--- src/rtl/lc4_wb_pkg.sv ---
// rtl/lc4_wb_pkg.sv - shared types and constants for the LC4 writeback arbiter
package lc4_wb_pkg;

  typedef enum logic {
    REQ_A = 1'b0,
    REQ_B = 1'b1
  } req_id_t;

  localparam int CNT_W = 2;
  localparam int NREGS = 8;
  localparam logic [CNT_W-1:0] CNT_MAX = 2'd3;

  typedef logic [CNT_W-1:0] cnt_t;
  typedef logic [2:0]       reg_idx_t;

  function automatic req_id_t other_req(input req_id_t r);
    return (r == REQ_A) ? REQ_B : REQ_A;
  endfunction

endpackage

--- src/rtl/lc4_wb_arbiter_if.sv ---
// rtl/lc4_wb_arbiter_if.sv - requester, register-file and decode signals of the writeback arbiter
interface lc4_wb_arbiter_if #(
  parameter int n = 16
);

  logic           a_valid;
  logic [2:0]     a_rd;
  logic [n-1:0]   a_data;
  logic           a_ready;

  logic           b_valid;
  logic [2:0]     b_rd;
  logic [n-1:0]   b_data;
  logic           b_ready;

  logic           o_rd_we;
  logic [2:0]     o_rd;
  logic [n-1:0]   o_wdata;

  logic           i_alloc_we;
  logic [2:0]     i_alloc_rd;
  logic           o_alloc_ready;

  logic [2:0]     i_rs;
  logic [2:0]     i_rt;
  logic           i_rs_used;
  logic           i_rt_used;
  logic           o_stall;
  logic [7:0]     o_pending;
  logic           o_err;

  modport slave (
    input  a_valid, a_rd, a_data,
    input  b_valid, b_rd, b_data,
    input  i_alloc_we, i_alloc_rd,
    input  i_rs, i_rt, i_rs_used, i_rt_used,
    output a_ready, b_ready,
    output o_rd_we, o_rd, o_wdata,
    output o_alloc_ready, o_stall, o_pending, o_err
  );

  modport master (
    output a_valid, a_rd, a_data,
    output b_valid, b_rd, b_data,
    output i_alloc_we, i_alloc_rd,
    output i_rs, i_rt, i_rs_used, i_rt_used,
    input  a_ready, b_ready,
    input  o_rd_we, o_rd, o_wdata,
    input  o_alloc_ready, o_stall, o_pending, o_err
  );

endinterface

--- src/rtl/lc4_wb_scoreboard.sv ---
// rtl/lc4_wb_scoreboard.sv - per-register in-flight write counters with pending vector
module lc4_wb_scoreboard
  import lc4_wb_pkg::*;
(
  input  logic             clk,
  input  logic             rst,
  input  logic             inc_en,
  input  reg_idx_t         inc_idx,
  input  logic             dec_en,
  input  reg_idx_t         dec_idx,
  input  reg_idx_t         query_idx,
  output logic             alloc_ready,
  output logic [NREGS-1:0] pending
);

  logic [NREGS-1:0][CNT_W-1:0] cnt_vec;

  for (genvar k = 0; k < NREGS; k++) begin : g_cnt
    cnt_t cnt_q;
    cnt_t cnt_d;
    logic inc_hit;
    logic dec_hit;

    assign inc_hit = inc_en && (inc_idx == 3'(k));
    assign dec_hit = dec_en && (dec_idx == 3'(k));

    // Simultaneous inc/dec cancel; both directions are guarded at the rails.
    always_comb begin
      cnt_d = cnt_q;
      if (inc_hit && !dec_hit) begin
        if (cnt_q != CNT_MAX) cnt_d = cnt_q + 1'b1;
      end else if (dec_hit && !inc_hit) begin
        if (cnt_q != '0) cnt_d = cnt_q - 1'b1;
      end
    end

    always_ff @(posedge clk or posedge rst) begin
      if (rst) cnt_q <= '0;
      else     cnt_q <= cnt_d;
    end

    assign cnt_vec[k] = cnt_q;
    assign pending[k] = (cnt_q != '0);
  end

  assign alloc_ready = (cnt_vec[query_idx] != CNT_MAX);

endmodule

--- src/rtl/lc4_wb_arbiter.sv ---
// rtl/lc4_wb_arbiter.sv - round-robin arbiter for the register-file write port
// with registered write stage and RAW-hazard scoreboard.
module lc4_wb_arbiter
  import lc4_wb_pkg::*;
#(
  parameter int n = 16
)(
  input  logic clk,
  input  logic rst,
  input  logic gwe,
  lc4_wb_arbiter_if.slave bus
);

  req_id_t    ptr_q, ptr_d;
  logic       rd_we_q, rd_we_d;
  reg_idx_t   rd_q, rd_d;
  logic [n-1:0] wdata_q, wdata_d;
  logic       err_q, err_d;

  logic       grant_a, grant_b, xfer, both_valid;
  reg_idx_t   win_rd;
  logic [n-1:0] win_data;
  logic       inc_en, dec_en, alloc_ready;
  logic [NREGS-1:0] pending;

  assign both_valid = bus.a_valid && bus.b_valid;

  // Grant depends only on valids and the pointer, never on any ready.
  always_comb begin
    grant_a = 1'b0;
    grant_b = 1'b0;
    if (gwe) begin
      if (both_valid) begin
        grant_a = (ptr_q == REQ_A);
        grant_b = (ptr_q == REQ_B);
      end else begin
        grant_a = bus.a_valid;
        grant_b = bus.b_valid;
      end
    end
  end

  assign xfer     = grant_a || grant_b;
  assign win_rd   = grant_b ? bus.b_rd   : bus.a_rd;
  assign win_data = grant_b ? bus.b_data : bus.a_data;

  assign inc_en = gwe && bus.i_alloc_we && alloc_ready;
  assign dec_en = gwe && rd_we_q;

  always_comb begin
    ptr_d   = ptr_q;
    rd_we_d = rd_we_q;
    rd_d    = rd_q;
    wdata_d = wdata_q;
    err_d   = err_q;
    if (gwe) begin
      rd_we_d = xfer;
      if (xfer) begin
        rd_d    = win_rd;
        wdata_d = win_data;
        if (both_valid) ptr_d = other_req(ptr_q);
        // A write nobody allocated for, unless decode allocates it this very cycle.
        if (!pending[win_rd] && !(inc_en && (bus.i_alloc_rd == win_rd)))
          err_d = 1'b1;
      end
    end
  end

  always_ff @(posedge clk or posedge rst) begin
    if (rst) begin
      ptr_q   <= REQ_A;
      rd_we_q <= 1'b0;
      rd_q    <= '0;
      wdata_q <= '0;
      err_q   <= 1'b0;
    end else begin
      ptr_q   <= ptr_d;
      rd_we_q <= rd_we_d;
      rd_q    <= rd_d;
      wdata_q <= wdata_d;
      err_q   <= err_d;
    end
  end

  lc4_wb_scoreboard u_scoreboard (
    .clk         (clk),
    .rst         (rst),
    .inc_en      (inc_en),
    .inc_idx     (bus.i_alloc_rd),
    .dec_en      (dec_en),
    .dec_idx     (rd_q),
    .query_idx   (bus.i_alloc_rd),
    .alloc_ready (alloc_ready),
    .pending     (pending)
  );

  // Counters drop on the commit edge, so the stall covers the o_rd_we cycle.
  assign bus.o_stall = (bus.i_rs_used && pending[bus.i_rs]) ||
                       (bus.i_rt_used && pending[bus.i_rt]);

  assign bus.a_ready       = grant_a;
  assign bus.b_ready       = grant_b;
  assign bus.o_rd_we       = rd_we_q;
  assign bus.o_rd          = rd_q;
  assign bus.o_wdata       = wdata_q;
  assign bus.o_alloc_ready = alloc_ready;
  assign bus.o_pending     = pending;
  assign bus.o_err         = err_q;

endmodule

--- src/flat_wrapper.sv ---
// flat-port wrapper written by rule: the top's interface ports become plain ports
module lc4_wb_arbiter_flat import lc4_wb_pkg::*;
#(
  parameter int n = 16
)
  (clk, rst, gwe, bus_a_valid, bus_a_rd, bus_a_data, bus_b_valid, bus_b_rd, bus_b_data, bus_i_alloc_we, bus_i_alloc_rd, bus_i_rs, bus_i_rt, bus_i_rs_used, bus_i_rt_used, bus_a_ready, bus_b_ready, bus_o_rd_we, bus_o_rd, bus_o_wdata, bus_o_alloc_ready, bus_o_stall, bus_o_pending, bus_o_err);
  lc4_wb_arbiter_if #(.n(n)) bus_i ();
  input  logic clk;
  input  logic rst;
  input  logic gwe;
  input wire logic [$bits(bus_i.a_valid)-1:0] bus_a_valid;
  input wire logic [$bits(bus_i.a_rd)-1:0] bus_a_rd;
  input wire logic [$bits(bus_i.a_data)-1:0] bus_a_data;
  input wire logic [$bits(bus_i.b_valid)-1:0] bus_b_valid;
  input wire logic [$bits(bus_i.b_rd)-1:0] bus_b_rd;
  input wire logic [$bits(bus_i.b_data)-1:0] bus_b_data;
  input wire logic [$bits(bus_i.i_alloc_we)-1:0] bus_i_alloc_we;
  input wire logic [$bits(bus_i.i_alloc_rd)-1:0] bus_i_alloc_rd;
  input wire logic [$bits(bus_i.i_rs)-1:0] bus_i_rs;
  input wire logic [$bits(bus_i.i_rt)-1:0] bus_i_rt;
  input wire logic [$bits(bus_i.i_rs_used)-1:0] bus_i_rs_used;
  input wire logic [$bits(bus_i.i_rt_used)-1:0] bus_i_rt_used;
  output wire logic [$bits(bus_i.a_ready)-1:0] bus_a_ready;
  output wire logic [$bits(bus_i.b_ready)-1:0] bus_b_ready;
  output wire logic [$bits(bus_i.o_rd_we)-1:0] bus_o_rd_we;
  output wire logic [$bits(bus_i.o_rd)-1:0] bus_o_rd;
  output wire logic [$bits(bus_i.o_wdata)-1:0] bus_o_wdata;
  output wire logic [$bits(bus_i.o_alloc_ready)-1:0] bus_o_alloc_ready;
  output wire logic [$bits(bus_i.o_stall)-1:0] bus_o_stall;
  output wire logic [$bits(bus_i.o_pending)-1:0] bus_o_pending;
  output wire logic [$bits(bus_i.o_err)-1:0] bus_o_err;
  assign bus_i.a_valid = bus_a_valid;
  assign bus_i.a_rd = bus_a_rd;
  assign bus_i.a_data = bus_a_data;
  assign bus_i.b_valid = bus_b_valid;
  assign bus_i.b_rd = bus_b_rd;
  assign bus_i.b_data = bus_b_data;
  assign bus_i.i_alloc_we = bus_i_alloc_we;
  assign bus_i.i_alloc_rd = bus_i_alloc_rd;
  assign bus_i.i_rs = bus_i_rs;
  assign bus_i.i_rt = bus_i_rt;
  assign bus_i.i_rs_used = bus_i_rs_used;
  assign bus_i.i_rt_used = bus_i_rt_used;
  assign bus_a_ready = bus_i.a_ready;
  assign bus_b_ready = bus_i.b_ready;
  assign bus_o_rd_we = bus_i.o_rd_we;
  assign bus_o_rd = bus_i.o_rd;
  assign bus_o_wdata = bus_i.o_wdata;
  assign bus_o_alloc_ready = bus_i.o_alloc_ready;
  assign bus_o_stall = bus_i.o_stall;
  assign bus_o_pending = bus_i.o_pending;
  assign bus_o_err = bus_i.o_err;
  lc4_wb_arbiter #(.n(n)) u_core (.clk(clk), .rst(rst), .gwe(gwe), .bus(bus_i));
endmodule
--- config.mk ---
export PLATFORM = sky130hd
export DESIGN_NAME = lc4_wb_arbiter_flat
export DESIGN_NICKNAME = d
export VERILOG_FILES = /design/src/rtl/lc4_wb_pkg.sv /design/src/rtl/lc4_wb_arbiter_if.sv /design/src/rtl/lc4_wb_scoreboard.sv /design/src/rtl/lc4_wb_arbiter.sv /design/src/flat_wrapper.sv
export SDC_FILE = /design/constraint.sdc
export NUM_CORES = 1
export LEC_CHECK = 0
export ABC_CLOCK_PERIOD_IN_PS = 2500
export CORE_UTILIZATION = 25
export CTS_BUF_LIST = sky130_fd_sc_hd__clkbuf_8
export DETAILED_ROUTE_END_ITERATION = 10
export HOLD_SLACK_MARGIN = 0.05
export PLACE_DENSITY = 0.57
export SYNTH_ARGS = -nofsm -noshare
export SYNTH_HDL_FRONTEND = slang
export SYNTH_SLANG_ARGS = --single-unit
export TNS_END_PERCENT = 5
--- constraint.sdc ---
create_clock -name clk -period 2.5 [get_ports clk]
set_input_delay 0.25 -clock clk [delete_from_list [all_inputs] [get_ports clk]]
set_output_delay 0.25 -clock clk [all_outputs]
set_load 0.01 [all_outputs]
## Yosys cells after proc, flatten, opt, wreduce, memory -nomap -nowiden

Index checks and enable logic that the tools add are counted.

- $add $sub $neg: 16
- Order comparisons: 4
- Eq/ne operators: 32
- Muxes and demuxes: 47
- Bitwise gates (word level): 1
- Reductions and logical operators: 97

Operator list:

| cell | number |
|---|---|
| $mux 2 | 33 |
| $reduce_bool 2->1 | 24 |
| $logic_and 1x1->1 | 40 |
| $reduce_and 3->1 | 10 |
| $eq 3x3->1 const B | 8 |
| $logic_not 1->1 | 18 |
| $ne 2x2->1 const B | 9 |
| $add 2x1->2 const B | 8 |
| $lt 3x4->1 const B | 4 |
| $mux 16 | 1 |
| $ne 2x1->1 const B | 8 |
| $sub 2x1->2 const B | 8 |
| $eq 3x2->1 const B | 4 |
| $bmux 1 s3 | 3 |
| $mux 1 | 8 |
| $bmux 2 s3 | 1 |
| $eq 3x1->1 const B | 2 |
| $logic_not 3->1 | 2 |
| $eq 3x3->1 | 1 |
| $mux 3 | 1 |
| $logic_or 1x1->1 | 2 |
| $reduce_and 2->1 | 1 |
| $not 1->1 | 1 |

- Register bits: 38
- Bits of input ports: 55
- Output and inout bits: 33
- Word-level logic and storage cells: 210

## Logic depth before layout (Yosys ltp)

Gate-level depths: netlist of the first run.

- Word-level depth: 9
- Gate-level depth with buffers: 9

## Hierarchy

A second synthesis of the first run with hierarchy kept.

- Cell total of the unflattened synthesis: 276
- Area total of the unflattened synthesis: 2,565.0 um^2

Modules (own cells, without submodules):

| module | times used | cells each | area an instance (um^2) |
|---|---|---|---|
| lc4_wb_arbiter | 1 | 145 | 1,435.1 |
| lc4_wb_scoreboard | 1 | 131 | 1,129.8 |

## Worst setup path before layout of the first run

OpenSTA, ideal clock, no wires.

- Path kind: register to output
- From: register u_core.u_scoreboard.g_cnt[0].cnt_q[0]
- To: output port bus_o_stall
- Arrival time: 1,567 ps
- Required time: 2,250 ps
- Slack: 683 ps
- Stages on the path, launching flop included: 7
- Path buffers: 1
- Cell sequence: dfrtp_1 -> or2_1 -> buf_6 -> mux4_2 -> nor2_1 -> a21oi_1 -> a22o_1

- Word-level cells in the longest chain between the ends: 5
- Elaborated cells between the ends (all ways): 8
- Those cells by class: mux (4); reduce/logical (4)

RTL lines:

| item | RTL line | text |
|---|---|---|
| start, declared | lc4_wb_scoreboard.sv:19 | `cnt_t cnt_q;` |
| start signal, assigned | lc4_wb_scoreboard.sv:39 | `else cnt_q <= cnt_d;` |
| $reduce_bool 2->1 * | lc4_wb_scoreboard.sv:43 | `assign pending[k] = (cnt_q != '0);` |
| net bus_o_pending[0] | flat_wrapper.sv:30 | `output wire logic [$bits(bus_i.o_pending)-1:0] bus_o_pending;` |
| $bmux 1 s3 (on tied branches) | lc4_wb_arbiter.sv:98, lc4_wb_arbiter.sv:99 |  |
| $mux 1 (on tied branches) | lc4_wb_arbiter.sv:98, lc4_wb_arbiter.sv:99 |  |
| $logic_and 1x1->1 (on tied branches) | lc4_wb_arbiter.sv:98, lc4_wb_arbiter.sv:99 |  |
| $logic_or 1x1->1 * | lc4_wb_arbiter.sv:98 | `assign bus.o_stall = (bus.i_rs_used && pending[bus.i_rs]) \|\|` |
| end, declared | flat_wrapper.sv:29 | `output wire logic [$bits(bus_i.o_stall)-1:0] bus_o_stall;` |

The timed path passes the listed nets; every way through them passes the cells marked *. The select of a mux whose other input is x is not followed.

## Final worst setup path of the first run

- From: register u_core.u_scoreboard.g_cnt[3].cnt_q[1]
- To: output port bus_o_stall

- Word-level cells in the longest chain between the ends: 5
- Elaborated cells between the ends (all ways): 8
- Those cells by class: mux (4); reduce/logical (4)

RTL lines:

| item | RTL line |
|---|---|
| start, declared | lc4_wb_scoreboard.sv:19 |
| start signal, assigned | lc4_wb_scoreboard.sv:39 |
| $reduce_bool 2->1 * | lc4_wb_scoreboard.sv:43 |
| $bmux 1 s3 (on tied branches) | lc4_wb_arbiter.sv:98, lc4_wb_arbiter.sv:99 |
| $mux 1 (on tied branches) | lc4_wb_arbiter.sv:98, lc4_wb_arbiter.sv:99 |
| $logic_and 1x1->1 (on tied branches) | lc4_wb_arbiter.sv:98, lc4_wb_arbiter.sv:99 |
| $logic_or 1x1->1 * | lc4_wb_arbiter.sv:98 |

Mark *: on every way between the ends. The rest lies on a longest branch, timed or not. The select of a mux whose other input is x is not followed.

==> results of run 1 <==
==> worst paths after layout <==
check / to / from / cells past startpoint
setup / recovery: bus_o_stall / u_core.u_scoreboard.g_cnt[3].cnt_q[1] / 6
hold / removal: u_core.bus.o_wdata[4] / rst / 3
setup reg to reg: u_core.u_scoreboard.g_cnt[1].cnt_q[0] / u_core.u_scoreboard.g_cnt[3].cnt_q[0] / 9
hold reg to reg: u_core.bus.o_wdata[5] / u_core.bus.o_wdata[5] / 2
max in group asynchronous: u_core.u_scoreboard.g_cnt[1].cnt_q[0] / rst / 3
min in group clk: u_core.bus.o_wdata[5] / u_core.bus.o_wdata[5] / 2
==> repair_timing <==
action | CTS | global route
gates resized for setup | 5 | 1
endpoints found under the setup margin | 1 | 1
setup buffers | 2 | 0
==> final cells by class <==
type,count,area [um2],area share [%]
Clock buffer,6,82.6,2.25
Inverter,8,32.5,0.886
Sequential cell,38,951,25.9
Tap cell,133,166,4.53
Multi-Input combinational cell,220,1480,40.3
Clock inverter,1,30.0,0.817
Timing Repair Buffer,95,930,25.3
==> routing by layer <==
layer  wire [um]  track usage [%]  vias to the layer above
li1            -                -                     1166
met1        2910             16.8                     1094
met2        3390             24.2                       62
met3         424             2.39                        5
met4          78             3.63                        0
met5           0                0                        -
==> stage by stage <==
| stage | hold WS (ns) | area [um2] | power [mW] | setup slack [ns] |
|---|---|---|---|---|
| 6_report | 0.378 | 3670 | 2.01 | 0.139 |
| 5_1_grt | 0.483 | 3670 | 2.14 | 0.0138 |
| 4_1_cts | 0.405 | 3670 | 2.04 | 0.0919 |
| 3_5_place_dp | 0.470 | 3540 | 1.48 | 0.0909 |
| 3_3_place_gp | 0.466 | 3540 | 1.47 | 0.143 |
| 2_1_floorplan | 0.424 | 2500 | 1.15 | 0.683 |
==> critical path: stages, from the launching register on <==
cell and delay (ns):
dfrtp_1 0.43, or2_4 0.28, mux4_2 0.47, nor2_1 0.10, a21oi_1 0.04, a22o_1 0.21
dlygate4sd2_1 0.28
==> Yosys cell counts (all sizes together), types with 2 or more instances <==
library cell and instances:
and3 2, nand2b 2, o211ai 4, o31a 3, buf 5, o21bai 5
dfrtp 38, ha 8, nand3 13, nor2b 14, nor2 23, mux4 5
o21ai 41, or3b 2, a21oi 9, nand3b 2, or2 4, inv 8
nand2 38, mux2i 28, clkbuf 5, mux2 4
==> where the power goes <==
part / switching, mW / internal [mW]
clock: 0.217 / 0.319
combinational: 0.287 / 0.375
sequential: 0.0991 / 0.709
==> flip-flops by register name (all words and copies together) (netlist names) <==
register,cells
u_core.bus.o_wdata,16
u_core.u_scoreboard.g_cnt.cnt_q,16
u_core.bus.o_rd,3
u_core.bus.o_err,1
u_core.bus.o_rd_we,1
u_core.ptr_q,1
==> logic make-up (layout without fill, tap and decap cells) <==
family	after synthesis	count (layout)	share of synthesized area (%)
AO/OA/AOI/OAI	70	70	16.7
XOR/XNOR	2	2	0.700
AND/OR/NAND/NOR	103	103	19.5
adder cells (fa/ha/maj)	8	8	4.00
buffers and inverters	18	110	3.40
flip-flops	38	38	38.0
multiplexers	37	37	17.6
==> impl_metrics.csv, run 1 <==
group,metric,value,unit
run_status,status,"finished clean",
yosys,synth-edff-count,0,
timing,rsz0062_at_grt,"false",
timing,tns,0,ns
yosys,synth_area,2500,um2
grt,grt_overflow,0,
detailed_routing,drcViolationCount,0,
setup_path,cp.arrival,2.11,ns
clocking,clk_latency,0.29,ns
setup_path,r2r_setup_slack,0.52,ns
detailed_routing,num_vias,2327,
timing,report.final.slew_viol_count,0,
die,fp-row-count,36,
detailed_routing,first_iter_violations,104,
grt,antenna_found_initial,0,
placed_design,port_buffers,87,
final_layout,utilization,37.8,%
setup_path,cp_max_fo,6,
yosys,yosysSeqAreaShare,38.0,%
clocking,numCtsBuffers,5,
yosys,synth_nets,339,
job,cap_viol_max_count,0,
grt,grt_max_degree,39,
detailed_routing,drtAntennaViolNets,0,
timing,fmax,0.424,GHz
yosys,ys_seq_elements,38,
die,ios,88,
placed_design,dp.cells,492,
yosys,yosysUniqueCellTypes,42,
clocking,htreeDepth,2,
placed_design,globalplace.congestion,0.789,
final_layout,syn_to_final_growth,46.7,%
yosys,synthFlopType,"dfrtp_1",
die,start_util,25.7,%
final_layout,stdcell_count,501,
clocking,cts.sinks,38,
clocking,cts_tree,"built",
detailed_routing,drt-total-wl,6.81,mm
yosys,async_reset_ff_share,100,%
die,core-area,9730,um2
die,die-area,10400,um2
min_path,min_path_type,"primary input to async pin",
clocking,cts-hold-fix-buffers,0,
grt,grt_pass1_wl,11.2,mm
setup_path,worst-setup-path-type,"flip-flop to output pin",
yosys,synth_top_area_share,38.0,%
final_layout,mostFrequentLayoutCells,"clkdlybuf4s50_1 (86), nand2_1 (38), o21ai_0 (38), dfrtp_1 (38), mux2i_1 (28)",
final_layout,design.final.nets,431,
detailed_routing,post_drt_wl_per_cell,13.6,um
power,peakVddDrop,0.000174,V
yosys,synth_top_area_cell,"dfrtp_1",
timing,setup_violations,0,
timing,skew,0.00484,ns
final_layout,final_common_cell,"clkdlybuf4s50_1",
clocking,clk_pin_slew,0.07,ns
placed_design,dp_hpwl,5.29,mm
yosys,synthTopCellsByArea,"dfrtp_1 (38%), mux2i_1 (11%), o21ai_0 (8.0%)",
timing,relSlewSlack,62.5,%
yosys,ys_warn_count,0,
detailed_routing,vias_per_cell,4.64,
die,die_width,102,um
power,p_leak,1.60,nW
clocking,cts_root_buffer,"clkbuf_8",
timing,hold_violations,0,
setup_path,cp-end-kind,"output pin",
detailed_routing,drtPass1Iterations,4,
yosys,syn_avg_cell_area,9.07,um2
die,die_h,102,um
power,p_per_area,546,nW/um2
grt,grt_pass1_vias,2308,
clocking,ctsLongestPathBuffers,2,
yosys,syn_inst,276,
setup_path,worstSetupStartpointType,"flip-flop",
setup_path,crit_required,2.25,ns
timing,tightest_slew,0.549,ns
final_layout,layout-drive-gt1-share,9.78,%
grt,groute.usage.overall,13.6,%
final_layout,fillCellCount,1027,
timing,finalCriticalPeriod,2.36,ns
final_layout,diodes,0,
timing,post-route-period-util,94.4,%
No activity file was read; power rests on OpenSTA's default activity.
==> inputs of run 2 (changes only) <==
--- a/config.mk
+++ b/config.mk
@@ -6,8 +6,10 @@
 export NUM_CORES = 1
 export LEC_CHECK = 0
 export ABC_CLOCK_PERIOD_IN_PS = 2500
+export CORE_ASPECT_RATIO = 1.75
 export CORE_UTILIZATION = 25
 export CTS_BUF_LIST = sky130_fd_sc_hd__clkbuf_8
+export CTS_CLUSTER_DIAMETER = 40
 export DETAILED_ROUTE_END_ITERATION = 10
 export HOLD_SLACK_MARGIN = 0.05
 export PLACE_DENSITY = 0.57
==> run 2 against run 1 <==
Compared with the run above:
- total power fell by 4.6%
- sequential cell count is the same
- register-to-register slack lost 0.03 ns
- count of clock-buffer cells in the layout did not move
- sequential share of layout area grew 0.14 points
- setup slack improved by 0.019 ns
- via count up 3.3%
- clock skew grew 0.0033 ns
- fmax increased by 0.79%
- first-iteration DRC count grew 48%
- utilization down 0.33 points
- critical path type unchanged
- largest power group unchanged
- highest routed layer unchanged
==> impl_metrics.csv, run 2 (same netlist as run 1, synthesis figures left out) <==
group,metric,value,unit
power,pwr-share-seq,42.6,%
setup_path,r2r_cells,9,
timing,fmax,0.427,GHz
die,fp-row-count,48,
clocking,cts_root_buffer,"clkbuf_8",
clocking,htreeDepth,2,
timing,report.final.slew_viol_count,0,
setup_path,worst-setup-path-type,"flip-flop to output pin",
grt,groute.usage.overall,14.6,%
die,die_h,134,um
die,start_util,25.6,%
detailed_routing,drt-total-wl,7.29,mm
clocking,ctsLongestPathBuffers,2,
detailed_routing,drtPass1Iterations,4,
power,p_int,1.30,mW
clocking,cts.sinks,38,
setup_path,crit_chain,"or2_4 > mux4_2 > nor2_1 > a21oi_1 > a22o_1 > dlygate4sd2_1",
setup_path,critical_path_buf_inv_count,1,
final_layout,final_common_cell,"clkdlybuf4s50_1",
final_layout,syn_to_final_growth,46.3,%
placed_design,place_area,3530,um2
timing,skew,0.00815,ns
clocking,cts_tree,"built",
detailed_routing,vias_per_cell,4.85,
setup_path,cp_num_cells,6,
grt,grt_pass1_vias,2483,
power,switchingPower,0.615,mW
placed_design,port_buffers,87,
die,die-area,10400,um2
power,p_leak,1.61,nW
setup_path,cp_max_fo,5,
final_layout,layout-drive-gt1-share,10.5,%
power,pwr-share-comb,34.8,%
grt,grt_overflow,0,
setup_path,worstSetupStartpointType,"flip-flop",
grt,grt_max_degree,39,
run_status,status,"finished clean",
die,ios,88,
min_path,min_path_type,"primary input to async pin",
clocking,numCtsBuffers,5,
job,cap_viol_max_count,0,
final_layout,fin_area,3660,um2
timing,rsz0062_at_grt,"false",
timing,tns,0,ns
detailed_routing,drtAntennaViolNets,0,
clocking,clk_latency,0.30,ns
detailed_routing,num_vias,2403,
power,p_per_area,522,nW/um2
setup_path,slowest_stage,"mux4_2",
die,core-area,9790,um2
setup_path,endpoint,"bus_o_stall",
die,die_width,77.7,um
power,clkPwrFrac,22.6,%
setup_path,cpPeakStageDelay,0.46,ns
detailed_routing,first_iter_violations,154,
setup_path,reg2reg_from,"u_core.u_scoreboard.g_cnt[3].cnt_q[1]",
timing,post-route-period-util,93.7,%
timing,relSlewSlack,66.6,%
setup_path,crit_required,2.25,ns
power,p_sw_share,32.1,%
timing,setup_violations,0,
clocking,cts-hold-fix-buffers,0,
setup_path,r2r_setup_slack,0.49,ns
placed_design,dp_hpwl,5.62,mm
timing,hold_violations,0,
setup_path,cp-end-kind,"output pin",
final_layout,design.final.nets,434,
placed_design,globalplace.congestion,0.806,
clocking,clk_pin_slew,0.08,ns
power,peakVddDrop,0.000243,V
final_layout,mostFrequentLayoutCells,"clkdlybuf4s50_1 (85), nand2_1 (38), o21ai_0 (38), dfrtp_1 (36), mux2i_1 (28)",
setup_path,path_delay_family,"multiplexers",
setup_path,reg2reg_to,"u_core.u_scoreboard.g_cnt[1].cnt_q[0]",
timing,tightest_slew,0.488,ns
detailed_routing,post_drt_wl_per_cell,14.7,um
setup_path,cp.arrival,2.09,ns
grt,antenna_found_initial,0,
detailed_routing,drcViolationCount,0,
grt,grt_pass1_wl,11.8,mm
timing,finalCriticalPeriod,2.34,ns
final_layout,diodes,0,
setup_path,crit_path_start,"u_core.u_scoreboard.g_cnt[2].cnt_q[0]",
run 2: cell types whose count changed in the layout (fill, tap and decap cells not counted), sizes merged:
cell           change
clkdlybuf4s50      -1
bufinv             -1
dlymetal6s2s       +1
buf                +3
run 2: worst min-delay path by stage:
stage                               start                     to  cells after the start
global placement    u_core.bus.o_wdata[5]  u_core.bus.o_wdata[5]                      2
floorplan                     bus_a_valid           u_core.ptr_q                      2
finish                                rst     u_core.bus.o_rd[0]                      3
global route                          rst     u_core.bus.o_rd[1]                      3
CTS                                   rst     u_core.bus.o_rd[1]                      3
detailed placement  u_core.bus.o_wdata[8]  u_core.bus.o_wdata[8]                      2
run 2: per-layer routing:
layer / up-vias / GRT usage (%) / share of wire (%)
met5: - / 0 / 0
li1: 1171 / - / -
met1: 1126 / 15.1 / 37
met4: 0 / 9.12 / 4.1
met3: 17 / 2.59 / 5.5
met2: 89 / 26.8 / 54
run 2: layout make-up:
type	count	area, um2
Fill cell	1022	6130
Sequential cell	38	953
Inverter	8	32.5
Timing Repair Buffer	98	955
Multi-Input combinational cell	220	1480
Tap cell	125	156
Clock buffer	6	82.6
run 2: power by group through the flow:
stage	registers (mW)	clock network, mW	logic [mW]
final	0.815	0.433	0.666
after global routing	0.833	0.476	0.729
after CTS	0.815	0.462	0.675
after detailed placement	0.818	0	0.665
after global placement	0.814	0	0.656
after floorplan	0.818	0	0.334
run 2: worst register-to-register path, cell delays in order (launching register included):
cell and delay, ns:
dfrtp_1 0.38, buf_4 0.15, nand3_1 0.07, o21ai_0 0.10, or3b_2 0.48, nor2_1 0.12, ha_1 0.28, nor2_1 0.12
mux2i_1 0.09, o31a_1 0.10
run 2: stage by stage:
stage | utilization (%) | hold WS (ns) | std cells | power, mW | setup slack, ns
2_1_floorplan | - | 0.424 | 276 | 1.15 | 0.683
3_3_place_gp | 36.1 | 0.462 | 485 | 1.47 | -0.00811
3_5_place_dp | 36.1 | 0.474 | 485 | 1.48 | -0.00728
4_1_cts | 37.4 | 0.409 | 495 | 1.95 | 0.0531
5_1_grt | 37.4 | 0.461 | 495 | 2.04 | 0.0936
6_report | 37.4 | 0.398 | 495 | 1.91 | 0.158
run 2: what timing repair did:
| item | CTS | global route |
|---|---|---|
| endpoints found under the hold margin | 0 | 0 |
| buffers inserted | 4 | 0 |
| setup endpoints to repair | 2 | 1 |
| gates resized for setup | 8 | 1 |
